$ cat src/rtl/alu_pkg.sv
// alu_pkg: opcode set, FSM state encoding and multiply-op helper shared by the ALU files
package alu_pkg;
  typedef enum logic [3:0] {
    OP_ADD   = 4'h0,
    OP_SUB   = 4'h1,
    OP_AND   = 4'h2,
    OP_OR    = 4'h3,
    OP_XOR   = 4'h4,
    OP_SLL   = 4'h5,
    OP_SRL   = 4'h6,
    OP_SRA   = 4'h7,
    OP_SLT   = 4'h8,
    OP_SLTU  = 4'h9,
    OP_ROL   = 4'hA,
    OP_ROR   = 4'hB,
    OP_MULLO = 4'hC,
    OP_MULHU = 4'hD
  } op_e;
  typedef enum logic {IDLE, MUL} state_e;
  function automatic logic is_mul(input logic [3:0] op);
    return op == OP_MULLO || op == OP_MULHU;
  endfunction
endpackage

$ cat src/rtl/alu_mc_if.sv
// alu_mc_if: request (in_valid/in_ready, a, b, op) and result (out_valid/out_ready, y, flags) bundle; master drives requests, slave is the ALU
interface alu_mc_if #(parameter int WIDTH = 32);
  logic in_valid, in_ready, out_valid, out_ready;
  logic carry, overflow, zero, negative, err;
  logic [WIDTH-1:0] a, b, y;
  logic [3:0] op;
  modport master(
    output in_valid, a, b, op, out_ready,
    input in_ready, out_valid, y, carry, overflow, zero, negative, err
  );
  modport slave(
    input in_valid, a, b, op, out_ready,
    output in_ready, out_valid, y, carry, overflow, zero, negative, err
  );
endinterface

$ cat src/rtl/alu_mul_seq.sv
// alu_mul_seq: radix-2 shift-add unsigned multiplier, WIDTH steps; ports clk, rst, start, a, b in; done (high during last step), p (2*WIDTH product, final on done) out
module alu_mul_seq #(parameter int WIDTH = 32) (
  input  logic               clk,
  input  logic               rst,
  input  logic               start,
  input  logic [WIDTH-1:0]   a,
  input  logic [WIDTH-1:0]   b,
  output logic               done,
  output logic [2*WIDTH-1:0] p
);
  localparam int CW = $clog2(WIDTH);
  logic busy;
  logic [CW-1:0] cnt;
  logic [WIDTH-1:0] mcand;
  logic [2*WIDTH-1:0] acc;
  logic [WIDTH:0] sum;
  // acc = {partial, multiplier}; each step adds mcand on the low bit and shifts right
  always_comb begin
    sum = {1'b0, acc[2*WIDTH-1:WIDTH]} + (acc[0] ? {1'b0, mcand} : '0);
    p = {sum, acc[WIDTH-1:1]};
  end
  assign done = busy && cnt == CW'(WIDTH - 1);
  always_ff @(posedge clk or posedge rst) begin
    if (rst) begin
      busy <= 1'b0;
      cnt <= '0;
      mcand <= '0;
      acc <= '0;
    end else if (start) begin
      busy <= 1'b1;
      cnt <= '0;
      mcand <= a;
      acc <= {{WIDTH{1'b0}}, b};
    end else if (busy) begin
      acc <= p;
      cnt <= done ? '0 : cnt + 1'b1;
      busy <= !done;
    end
  end
endmodule

$ cat src/rtl/alu_mc.sv
// alu_mc: multi-cycle ALU with valid/ready handshake; ports clk, rst (async high), bus (alu_mc_if.slave: a, b, op request; y, carry, overflow, zero, negative, err result)
module alu_mc
  import alu_pkg::*;
#(
  parameter int WIDTH = 32,
  parameter int SH = $clog2(WIDTH)
) (
  input logic clk,
  input logic rst,
  alu_mc_if.slave bus
);
  state_e state;
  logic mul_hi, mul_done, accept, wr, sub, c, v, e;
  logic [2*WIDTH-1:0] prod;
  logic [SH-1:0] sh;
  logic [WIDTH:0] sum;
  logic [WIDTH-1:0] bb, res, nxt_y;
  assign bus.in_ready = state == IDLE && (!bus.out_valid || bus.out_ready);
  assign accept = bus.in_valid && bus.in_ready;
  assign wr = state == MUL ? mul_done : accept && !is_mul(bus.op);
  alu_mul_seq #(.WIDTH(WIDTH)) u_mul (
    .clk(clk),
    .rst(rst),
    .start(accept && is_mul(bus.op)),
    .a(bus.a),
    .b(bus.b),
    .done(mul_done),
    .p(prod)
  );
  always_comb begin
    sh = bus.b[SH-1:0];
    sub = bus.op == OP_SUB;
    bb = sub ? ~bus.b : bus.b;
    sum = {1'b0, bus.a} + {1'b0, bb} + {{WIDTH{1'b0}}, sub};
    res = '0;
    c = 1'b0;
    v = 1'b0;
    e = 1'b0;
    case (bus.op)
      OP_ADD, OP_SUB: begin
        res = sum[WIDTH-1:0];
        c = sum[WIDTH];
        v = bus.a[WIDTH-1] == bb[WIDTH-1] && sum[WIDTH-1] != bus.a[WIDTH-1];
      end
      OP_AND:  res = bus.a & bus.b;
      OP_OR:   res = bus.a | bus.b;
      OP_XOR:  res = bus.a ^ bus.b;
      OP_SLL:  res = bus.a << sh;
      OP_SRL:  res = bus.a >> sh;
      OP_SRA:  res = $unsigned($signed(bus.a) >>> sh);
      OP_SLT:  res = {{(WIDTH-1){1'b0}}, $signed(bus.a) < $signed(bus.b)};
      OP_SLTU: res = {{(WIDTH-1){1'b0}}, bus.a < bus.b};
      // a shift by WIDTH yields 0, so amount 0 returns a unchanged
      OP_ROL:  res = (bus.a << sh) | (bus.a >> (WIDTH - int'(sh)));
      OP_ROR:  res = (bus.a >> sh) | (bus.a << (WIDTH - int'(sh)));
      OP_MULLO, OP_MULHU: res = '0;
      default: e = 1'b1;
    endcase
    nxt_y = state == MUL ? (mul_hi ? prod[2*WIDTH-1:WIDTH] : prod[WIDTH-1:0]) : res;
  end
  always_ff @(posedge clk or posedge rst) begin
    if (rst) begin
      state <= IDLE;
      mul_hi <= 1'b0;
      bus.out_valid <= 1'b0;
      bus.y <= '0;
      bus.carry <= 1'b0;
      bus.overflow <= 1'b0;
      bus.err <= 1'b0;
      bus.negative <= 1'b0;
      bus.zero <= 1'b1;
    end else begin
      if (state == IDLE && accept && is_mul(bus.op)) begin
        state <= MUL;
        mul_hi <= bus.op == OP_MULHU;
      end else if (state == MUL && mul_done) begin
        state <= IDLE;
      end
      if (wr) begin
        bus.out_valid <= 1'b1;
        bus.y <= nxt_y;
        bus.carry <= state == IDLE && c;
        bus.overflow <= state == IDLE && v;
        bus.err <= state == IDLE && e;
        bus.zero <= nxt_y == '0;
        bus.negative <= nxt_y[WIDTH-1];
      end else if (bus.out_ready) begin
        bus.out_valid <= 1'b0;
      end
    end
  end
endmodule

$ cat src/flat_wrapper.sv
// flat-port wrapper written by rule: the top's interface ports become plain ports
module alu_mc_flat import alu_pkg::*;
#(
  parameter int WIDTH = 32,
  parameter int SH = $clog2(WIDTH)
)
  (clk, rst, bus_in_valid, bus_a, bus_b, bus_op, bus_out_ready, bus_in_ready, bus_out_valid, bus_y, bus_carry, bus_overflow, bus_zero, bus_negative, bus_err);
  alu_mc_if #(.WIDTH(WIDTH)) bus_i ();
  input logic clk;
  input logic rst;
  input wire logic [$bits(bus_i.in_valid)-1:0] bus_in_valid;
  input wire logic [$bits(bus_i.a)-1:0] bus_a;
  input wire logic [$bits(bus_i.b)-1:0] bus_b;
  input wire logic [$bits(bus_i.op)-1:0] bus_op;
  input wire logic [$bits(bus_i.out_ready)-1:0] bus_out_ready;
  output wire logic [$bits(bus_i.in_ready)-1:0] bus_in_ready;
  output wire logic [$bits(bus_i.out_valid)-1:0] bus_out_valid;
  output wire logic [$bits(bus_i.y)-1:0] bus_y;
  output wire logic [$bits(bus_i.carry)-1:0] bus_carry;
  output wire logic [$bits(bus_i.overflow)-1:0] bus_overflow;
  output wire logic [$bits(bus_i.zero)-1:0] bus_zero;
  output wire logic [$bits(bus_i.negative)-1:0] bus_negative;
  output wire logic [$bits(bus_i.err)-1:0] bus_err;
  assign bus_i.in_valid = bus_in_valid;
  assign bus_i.a = bus_a;
  assign bus_i.b = bus_b;
  assign bus_i.op = bus_op;
  assign bus_i.out_ready = bus_out_ready;
  assign bus_in_ready = bus_i.in_ready;
  assign bus_out_valid = bus_i.out_valid;
  assign bus_y = bus_i.y;
  assign bus_carry = bus_i.carry;
  assign bus_overflow = bus_i.overflow;
  assign bus_zero = bus_i.zero;
  assign bus_negative = bus_i.negative;
  assign bus_err = bus_i.err;
  alu_mc #(.WIDTH(WIDTH), .SH(SH)) u_core (.clk(clk), .rst(rst), .bus(bus_i));
endmodule
$ cat config.mk
export PLATFORM = sky130hd
export DESIGN_NAME = alu_mc_flat
export DESIGN_NICKNAME = d
export VERILOG_FILES = /design/src/rtl/alu_pkg.sv /design/src/rtl/alu_mc_if.sv /design/src/rtl/alu_mul_seq.sv /design/src/rtl/alu_mc.sv /design/src/flat_wrapper.sv
export SDC_FILE = /design/constraint.sdc
export NUM_CORES = 1
export LEC_CHECK = 0
export ABC_AREA = 1
export CAP_MARGIN = 0
export CORE_UTILIZATION = 35
export CTS_CLUSTER_DIAMETER = 150
export CTS_CLUSTER_SIZE = 28
export DETAILED_ROUTE_END_ITERATION = 7
export DONT_BUFFER_PORTS = 1
export PLACE_DENSITY = 0.59
export SETUP_SLACK_MARGIN = 0.4
export SLEW_MARGIN = 20
export SYNTH_ARGS = -nofsm -noshare
export SYNTH_HDL_FRONTEND = slang
export SYNTH_SLANG_ARGS = --single-unit
$ cat constraint.sdc
create_clock -name clk -period 5.8 [get_ports clk]
set_clock_uncertainty 0.15 [all_clocks]
set_input_delay 0.87 -clock clk [delete_from_list [all_inputs] [get_ports clk]]
set_output_delay 0.87 -clock clk [all_outputs]
set_load 0.03 [all_outputs]
==> flow_summary_export.csv, run 1 <==
group,metric,value,unit
synthesis,syn_avg_cell_area,5.74,um2
power,p_leak,11.3,nW
synthesis,synth_xor_area_frac,0.0201,
sta,finalHoldViolations,0,
clocking,ctsResizeCount,0,
critical_path,rr_endpoint,"u_core.bus.zero$_DFFE_PP1P_",
clocking,root_buffer,"clkbuf_16",
cells_and_area,syn2layout_area_growth,5.02,%
synthesis,muxShareOfSynthArea,0,
clocking,cts_buffers,17,
synthesis,synth_area_leader_cell,"nand2_1",
synthesis,netlist_instances,3649,
power,intPower,0.00310,W
grt,grt_max_degree,95,
cells_and_area,nets,3771,
synthesis,ys_types,54,
synthesis,synth-simple-area-share,0.465,
clocking,cts_tree,"done",
sta,worst_pin_slew,1.14,ns
critical_path,critPathKind,"in -> reg",
detailed_routing,totalWireLength,115000,um
critical_path,reg2reg_from,"u_core.u_mul.acc[0]$_DFFE_PP0P_",
synthesis,synthMostInstantiatedCell,"nand2_1",
clocking,htree_levels,4,
synthesis,synth_ff_type,"dfrtp_1",
power,p_comb_frac,0.525,
synthesis,synth_top_family_by_area,"simple AND/OR/NAND/NOR gates",
power,power.switching,0.00347,W
flow_run,cap_violations,0,
sta,setup_ws,1.19,ns
detailed_routing,highest_layer,"met4",
critical_path,worstSetupEndpointType,"register",
synthesis,async_flop_share,1.00,
power,powerDensity,299,nW/um2
grt,grt_pass1_vias,24255,
grt,antenna_found_initial,2,
power,switching_share,0.528,
floorplanning,die_y,247,um
synthesis,yosys-top-cells-count,"1158 x nand2_1, 678 x nand3_1, 336 x nor2_1, 286 x inv_1, 171 x ha_1",
clocking,clk_path_buf_depth,2,
power,seq_power_share,0.292,
detailed_routing,vias,25955,
synthesis,ys_ff_latch,141,
clocking,ctsHoldBuffers,0,
grt,grt_overflow,0,
sta,period_needed,4.61,ns
synthesis,synth_nets,3894,
synthesis,synth_area_leaders,"nand2_1 21%, dfrtp_1 17%, nand3_1 16%",
detailed_routing,m1WireLength,45000,um
place,dpl_worst_slack,0.832,ns
sta,drv_slew,0,
synthesis,syn-cell-area,20900,um2
clocking,clkTransAtPathRegs,0.06,ns
synthesis,synth_edf_count,0,
floorplanning,ioPinCount,111,
clocking,clk_latency,0.44,ns
detailed_routing,drc,0,
grt,track_usage,0.375,
place,post-dp-hpwl,91700,um
critical_path,startpoint_type,"input port",
detailed_routing,met2_length,50100,um
synthesis,yosysTopAreaCellShare,0.208,
power,clkPwrFrac,0.183,
sta,setup_violations,0,
detailed_routing,first_pass_iters,8,
synthesis,synth_adder_area_share,0.104,
detailed_routing,wl_per_cell,26.8,um
power,ir_drop,240,uV
floorplanning,rows,89,
synthesis,ys_warn_count,0,
clocking,clock_sinks,141,
detailed_routing,viasPerCell,6.02,
sta,rsz0062_at_grt,"no",
place,dp.cells,4280,
place,port_buffers,0,
critical_path,cp.required,6.04,ns
critical_path,rr_worst_depth,18,
critical_path,cp_data_arrival_time,4.85,ns
worst_hold_path,min_path_type,"in -> async",
place,place_congestion,1.07,
synthesis,synth_compound_area_frac,0.143,
floorplanning,initial_core_util,0.355,
critical_path,r2r_slack,1.67,ns
floorplanning,core_region_area,59000,um2
critical_path,cp_max_fo,20,
floorplanning,dieArea,60800,um2
cells_and_area,drive_gt1_frac,0.0365,
grt,grt_pass1_wl,165000,um
sta,min_period_over_period,0.795,
synthesis,yosysSeqAreaShare,0.169,
sta,max_freq,217,MHz
outcome,status,"finished clean",
detailed_routing,first_iter_violations,3838,
cells_and_area,stdcell_count,4313,
sta,finalSetupTns,0,ns
clocking,post-cts-setup-buffers,0,
sta,slew_headroom,0.229,
detailed_routing,met3WireLength,12200,um
floorplanning,die_w,247,um
detailed_routing,antenna_left,0,
[final cells by class]
class | instances | area, um2
well taps | 773 | 967
inverters | 305 | 1160
clock inverters | 12 | 184
repair buffers | 46 | 345
multi-input cells | 3015 | 15300
flip-flops and latches | 141 | 3530
diodes | 1 | 2.50
clock buffers | 20 | 457
fillers | 6811 | 37000
[routing by layer]
metal  up-vias  global-route usage
met2      1576               0.583
li1      11894                   -
met4         0               0.232
met5         -                   0
met3       323              0.0791
met1     12162               0.470
[flip-flops by register name, indices dropped and copies added, names as in the netlist]
register              flops
u_core.u_mul.cnt          5
u_core.bus.err            1
u_core.u_mul.acc         64
u_core.bus.out_valid      1
u_core.state              1
u_core.u_mul.busy         1
u_core.bus.negative       1
u_core.bus.zero           1
u_core.bus.carry          1
u_core.u_mul.mcand       32
u_core.bus.overflow       1
u_core.mul_hi             1
u_core.bus.y             31
[cells in the final DEF, fill, tap and decap left out, types with 9 or more instances in the layout]
master,netlist,routed
a31oi_1,23,23
inv_2,13,15
dfrtp_1,140,140
o211ai_1,38,38
clkbuf_16,0,17
a22o_1,10,10
nand2_1,1158,1156
nor2_1,336,332
o221ai_1,17,17
o21ai_1,15,15
nand2_2,12,14
xnor2_1,13,13
a21oi_1,153,152
o21bai_1,11,11
buf_4,13,46
xor2_1,35,35
nand4_1,38,38
ha_1,171,170
and2_1,9,9
nand3_1,678,678
a21o_1,16,16
o21ai_0,169,169
a22oi_1,15,15
nand3b_1,17,17
inv_1,286,283
nor3_1,16,16
[logic make-up after synthesis]
group                    count (synthesis)
buffers and inverters                  493
XOR/XNOR                                48
adder cells (fa/ha/maj)                173
AND/OR/NAND/NOR                       2286
AO/OA/AOI/OAI                          508
flip-flops                             141
[worst max-delay path, cell delays in order]
cell	delay, ns
nor2_1	0.21
nand2_2	0.46
buf_4	0.38
xor2_1	0.15
ha_1	0.38
nand2_1	0.14
nor2_1	0.31
inv_1	0.16
nor2_1	0.18
nand3_1	0.16
nand3_1	0.15
nand2_1	0.09
nand3_1	0.09
nand3_1	0.12
nor2_1	0.22
nor2_1	0.09
nor2_2	0.18
nand2_1	0.08
nor2_1	0.11
nand2_1	0.06
nor2_1	0.10
nand2_1	0.06
nand2_1	0.05
[metrics by stage]
| stage | power, W | hold WS, ns | cell area, um2 | util |
|---|---|---|---|---|
| 5_1_grt | 0.00694 | 0.353 | 22000 | 0.373 |
| 3_3_place_gp | 0.00528 | 0.315 | 21400 | 0.362 |
| 2_1_floorplan | 0.00407 | 0.303 | 20900 | - |
| 6_report | 0.00657 | 0.292 | 22000 | 0.373 |
| 4_1_cts | 0.00649 | 0.338 | 22000 | 0.373 |
| 3_5_place_dp | 0.00527 | 0.323 | 21400 | 0.362 |
[how the worst max path moves through the flow]
stage / startpoint / endpoint / cells past startpoint
6_report: bus_op[3] / u_core.bus.zero$_DFFE_PP1P_ / 23
5_1_grt: bus_op[3] / u_core.bus.zero$_DFFE_PP1P_ / 23
4_1_cts: bus_op[3] / u_core.bus.zero$_DFFE_PP1P_ / 23
3_5_place_dp: bus_op[3] / u_core.bus.zero$_DFFE_PP1P_ / 23
3_3_place_gp: bus_op[3] / u_core.bus.zero$_DFFE_PP1P_ / 23
2_1_floorplan: rst / u_core.bus.carry$_DFFE_PP0P_ / 1
[power groups by stage]
| stage | combinational, W | sequential, W | clock (W) |
|---|---|---|---|
| 5_1_grt | 0.00373 | 0.00195 | 0.00126 |
| 6_report | 0.00345 | 0.00192 | 0.00121 |
| 4_1_cts | 0.00335 | 0.00192 | 0.00122 |
| 2_1_floorplan | 0.00231 | 0.00176 | 0 |
| 3_5_place_dp | 0.00334 | 0.00193 | 0 |
| 3_3_place_gp | 0.00335 | 0.00193 | 0 |
(Power assumes the default switching activity.)
==> inputs of run 2 (changes only) <==
- clock period: 5.8 -> 4.6 ns (I/O delays scaled with it)
==> run 2 against run 1 <==
Register-to-register slack worse by 0.99 ns. Critical endpoint unchanged. Clock-buffer cell count is 2 lower. Via count is 0.32% higher. Worst hold slack worse by 0.11 ns. Wire length is 2.1% lower. Power is 26% higher.
==> flow_summary_export.csv, run 2 (synthesized netlist as in run 1, its figures left out) <==
group,metric,value,unit
outcome,status,"finished clean",
sta,rsz0062_at_grt,"no",
clocking,htree_levels,4,
sta,slew_headroom,0.280,
power,clkPwrFrac,0.167,
sta,drv_slew,0,
clocking,root_buffer,"clkbuf_16",
power,switching_share,0.541,
worst_hold_path,min_path_type,"in -> reg",
place,placed_cell_area,21700,um2
power,seq_power_share,0.286,
power,intPower,0.00381,W
sta,setup_violations,0,
grt,grt_max_degree,80,
cells_and_area,final_cell_mix,"1156 x nand2_1, 678 x nand3_1, 332 x nor2_1, 283 x inv_1, 170 x ha_1",
power,power.switching,0.00450,W
floorplanning,dieArea,60800,um2
clocking,cts_tree,"done",
cells_and_area,mostFrequentLayoutCell,"nand2_1",
clocking,clkTransAtPathRegs,0.08,ns
clocking,clk_path_buf_depth,2,
critical_path,path_cells,"nor2_1 -> nand2_2 -> buf_12 -> xor2_1 -> ha_1 -> nand2_1 -> nor2_1 -> inv_1 -> nor2_1 -> nand2_1 -> a21oi_1 -> nor2_1 -> a21oi_1 -> nand2_1 -> a21boi_1 -> nand2_1 -> nor2_1 -> nand3_1 -> nor2_1 -> nand2_1 -> nand2_1",
place,post-dp-hpwl,91000,um
floorplanning,die_w,247,um
cells_and_area,multi_input_area,15300,um2
critical_path,cp_data_arrival_time,4.16,ns
sta,worst_pin_slew,1.07,ns
sta,min_period_over_period,0.851,
sta,max_freq,255,MHz
grt,grt_overflow,0,
grt,antenna_found_initial,1,
critical_path,cp_max_fo,32,
cells_and_area,largest_reg_flops,64,
power,p_leak,11.5,nW
detailed_routing,antenna_left,0,
critical_path,worstSetupEndpointType,"register",
floorplanning,initial_core_util,0.355,
cells_and_area,seq_area,3530,um2
detailed_routing,first_iter_violations,3552,
critical_path,cp.required,4.84,ns
flow_run,cap_violations,0,
place,place_congestion,1.14,
cells_and_area,nFillCells,6701,
detailed_routing,vias,26037,
clocking,post-cts-setup-buffers,0,
critical_path,endpoint,"u_core.bus.zero$_DFFE_PP1P_",
detailed_routing,wl_per_cell,26.0,um
cells_and_area,largest_registers,"u_core.u_mul.acc: 64 flops, u_core.u_mul.mcand: 32 flops, u_core.bus.y: 31 flops",
critical_path,crit_start,"bus_op[3]",
sta,finalSetupTns,0,ns
sta,period_needed,3.92,ns
place,port_buffers,0,
detailed_routing,first_pass_iters,6,
critical_path,cpPeakStageDelay,0.50,ns
power,p_comb_frac,0.547,
cells_and_area,syn2layout_area_growth,6.37,%
cells_and_area,utilization,0.377,
critical_path,startpoint_type,"input port",
grt,grt_pass1_vias,24541,
clocking,clk_latency,0.45,ns
cells_and_area,drive_gt1_frac,0.0454,
detailed_routing,viasPerCell,5.99,
cells_and_area,final_area,22300,um2
sta,setup_ws,0.684,ns
place,dpl_worst_slack,0.231,ns
power,ir_drop,352,uV
critical_path,rr_endpoint,"u_core.bus.zero$_DFFE_PP1P_",
sta,finalHoldViolations,0,
critical_path,cpMaxStageDelayCell,"a21boi_1",
floorplanning,core_region_area,59000,um2
grt,track_usage,0.367,
grt,grt_pass1_wl,163000,um
clocking,cts_buffers,17,
floorplanning,rows,89,
clocking,clock_sinks,141,
critical_path,reg2reg_from,"u_core.u_mul.acc[0]$_DFFE_PP0P_",
power,powerDensity,373,nW/um2
floorplanning,die_y,247,um
critical_path,r2r_slack,0.68,ns
detailed_routing,drc,0,
cells_and_area,largest-register,"u_core.u_mul.acc",
floorplanning,ioPinCount,111,
cells_and_area,nets,3803,
critical_path,critPathKind,"in -> reg",
critical_path,rr_worst_depth,20,
detailed_routing,totalWireLength,113000,um
run 2: cell types whose count changed in the layout (fill, tap and decap cells not counted), sizes merged:
cell	before	now
buf	46	78
bufinv	4	0
clkbuf	20	18
clkinv	7	8
diode	1	2
inv	304	309
run 2: worst min path at each step:
stage	from	end	slack, ns	cells past startpoint
final	bus_out_ready	u_core.bus.out_valid$_DFFE_PP0P_	0.19	1
after CTS	bus_out_ready	u_core.bus.out_valid$_DFFE_PP0P_	0.17	1
after detailed placement	u_core.u_mul.acc[59]$_DFFE_PP0P_	u_core.u_mul.acc[59]$_DFFE_PP0P_	0.32	1
after floorplan	u_core.u_mul.mcand[0]$_DFFE_PP0P_	u_core.u_mul.mcand[0]$_DFFE_PP0P_	0.30	2
after global routing	bus_out_ready	u_core.bus.out_valid$_DFFE_PP0P_	0.20	1
after global placement	u_core.u_mul.mcand[31]$_DFFE_PP0P_	u_core.u_mul.mcand[31]$_DFFE_PP0P_	0.32	2
run 2: power by group through the flow:
stage | logic (W) | clock network (W) | registers [W]
CTS | 0.00443 | 0.00140 | 0.00237
global placement | 0.00442 | 0 | 0.00239
floorplan | 0.00291 | 0 | 0.00222
detailed placement | 0.00440 | 0 | 0.00239
finish | 0.00454 | 0.00139 | 0.00238
global route | 0.00492 | 0.00146 | 0.00242
run 2: layout make-up:
class | count | area share
diodes | 2 | 0.000225
clock buffers | 18 | 0.0197
clock inverters | 14 | 0.00646
inverters | 305 | 0.0520
multi-input cells | 3015 | 0.689
flip-flops and latches | 141 | 0.158
well taps | 773 | 0.0434
repair buffers | 78 | 0.0308
run 2: worst max-delay path, delay by kind of cell:
family                   cells  cell delay (ns)
AO/OA/AOI/OAI                3             0.76
adder cells (fa/ha/maj)      1             0.44
buffers and inverters        2             0.36
XOR/XNOR                     1             0.18
AND/OR/NAND/NOR             14             1.67
run 2: routing by layer:
layer	global-route usage	routed length (um)	part of all wire	vias to the layer above
li1	-	-	-	11958
met1	0.470	45500	0.40	12228
met2	0.572	49100	0.43	1530
met3	0.0644	10700	0.095	321
met4	0.226	7710	0.068	0
met5	0	0	0	-
run 2: what timing repair did:
| item | 4_1_cts | 5_1_grt |
|---|---|---|
| resized for setup | 0 | 1 |
| setup endpoints to repair | 0 | 1 |
| endpoints found under the hold margin | 0 | 0 |
| hold buffers | 0 | 0 |
run 2: through the flow:
| step | hold slack (ns) | std cells | power [W] |
|---|---|---|---|
| global placement | 0.315 | 4312 | 0.00681 |
| CTS | 0.170 | 4344 | 0.00820 |
| detailed placement | 0.323 | 4312 | 0.00679 |
| finish | 0.186 | 4346 | 0.00831 |
| global route | 0.198 | 4344 | 0.00880 |
| floorplan | 0.303 | 3649 | 0.00513 |
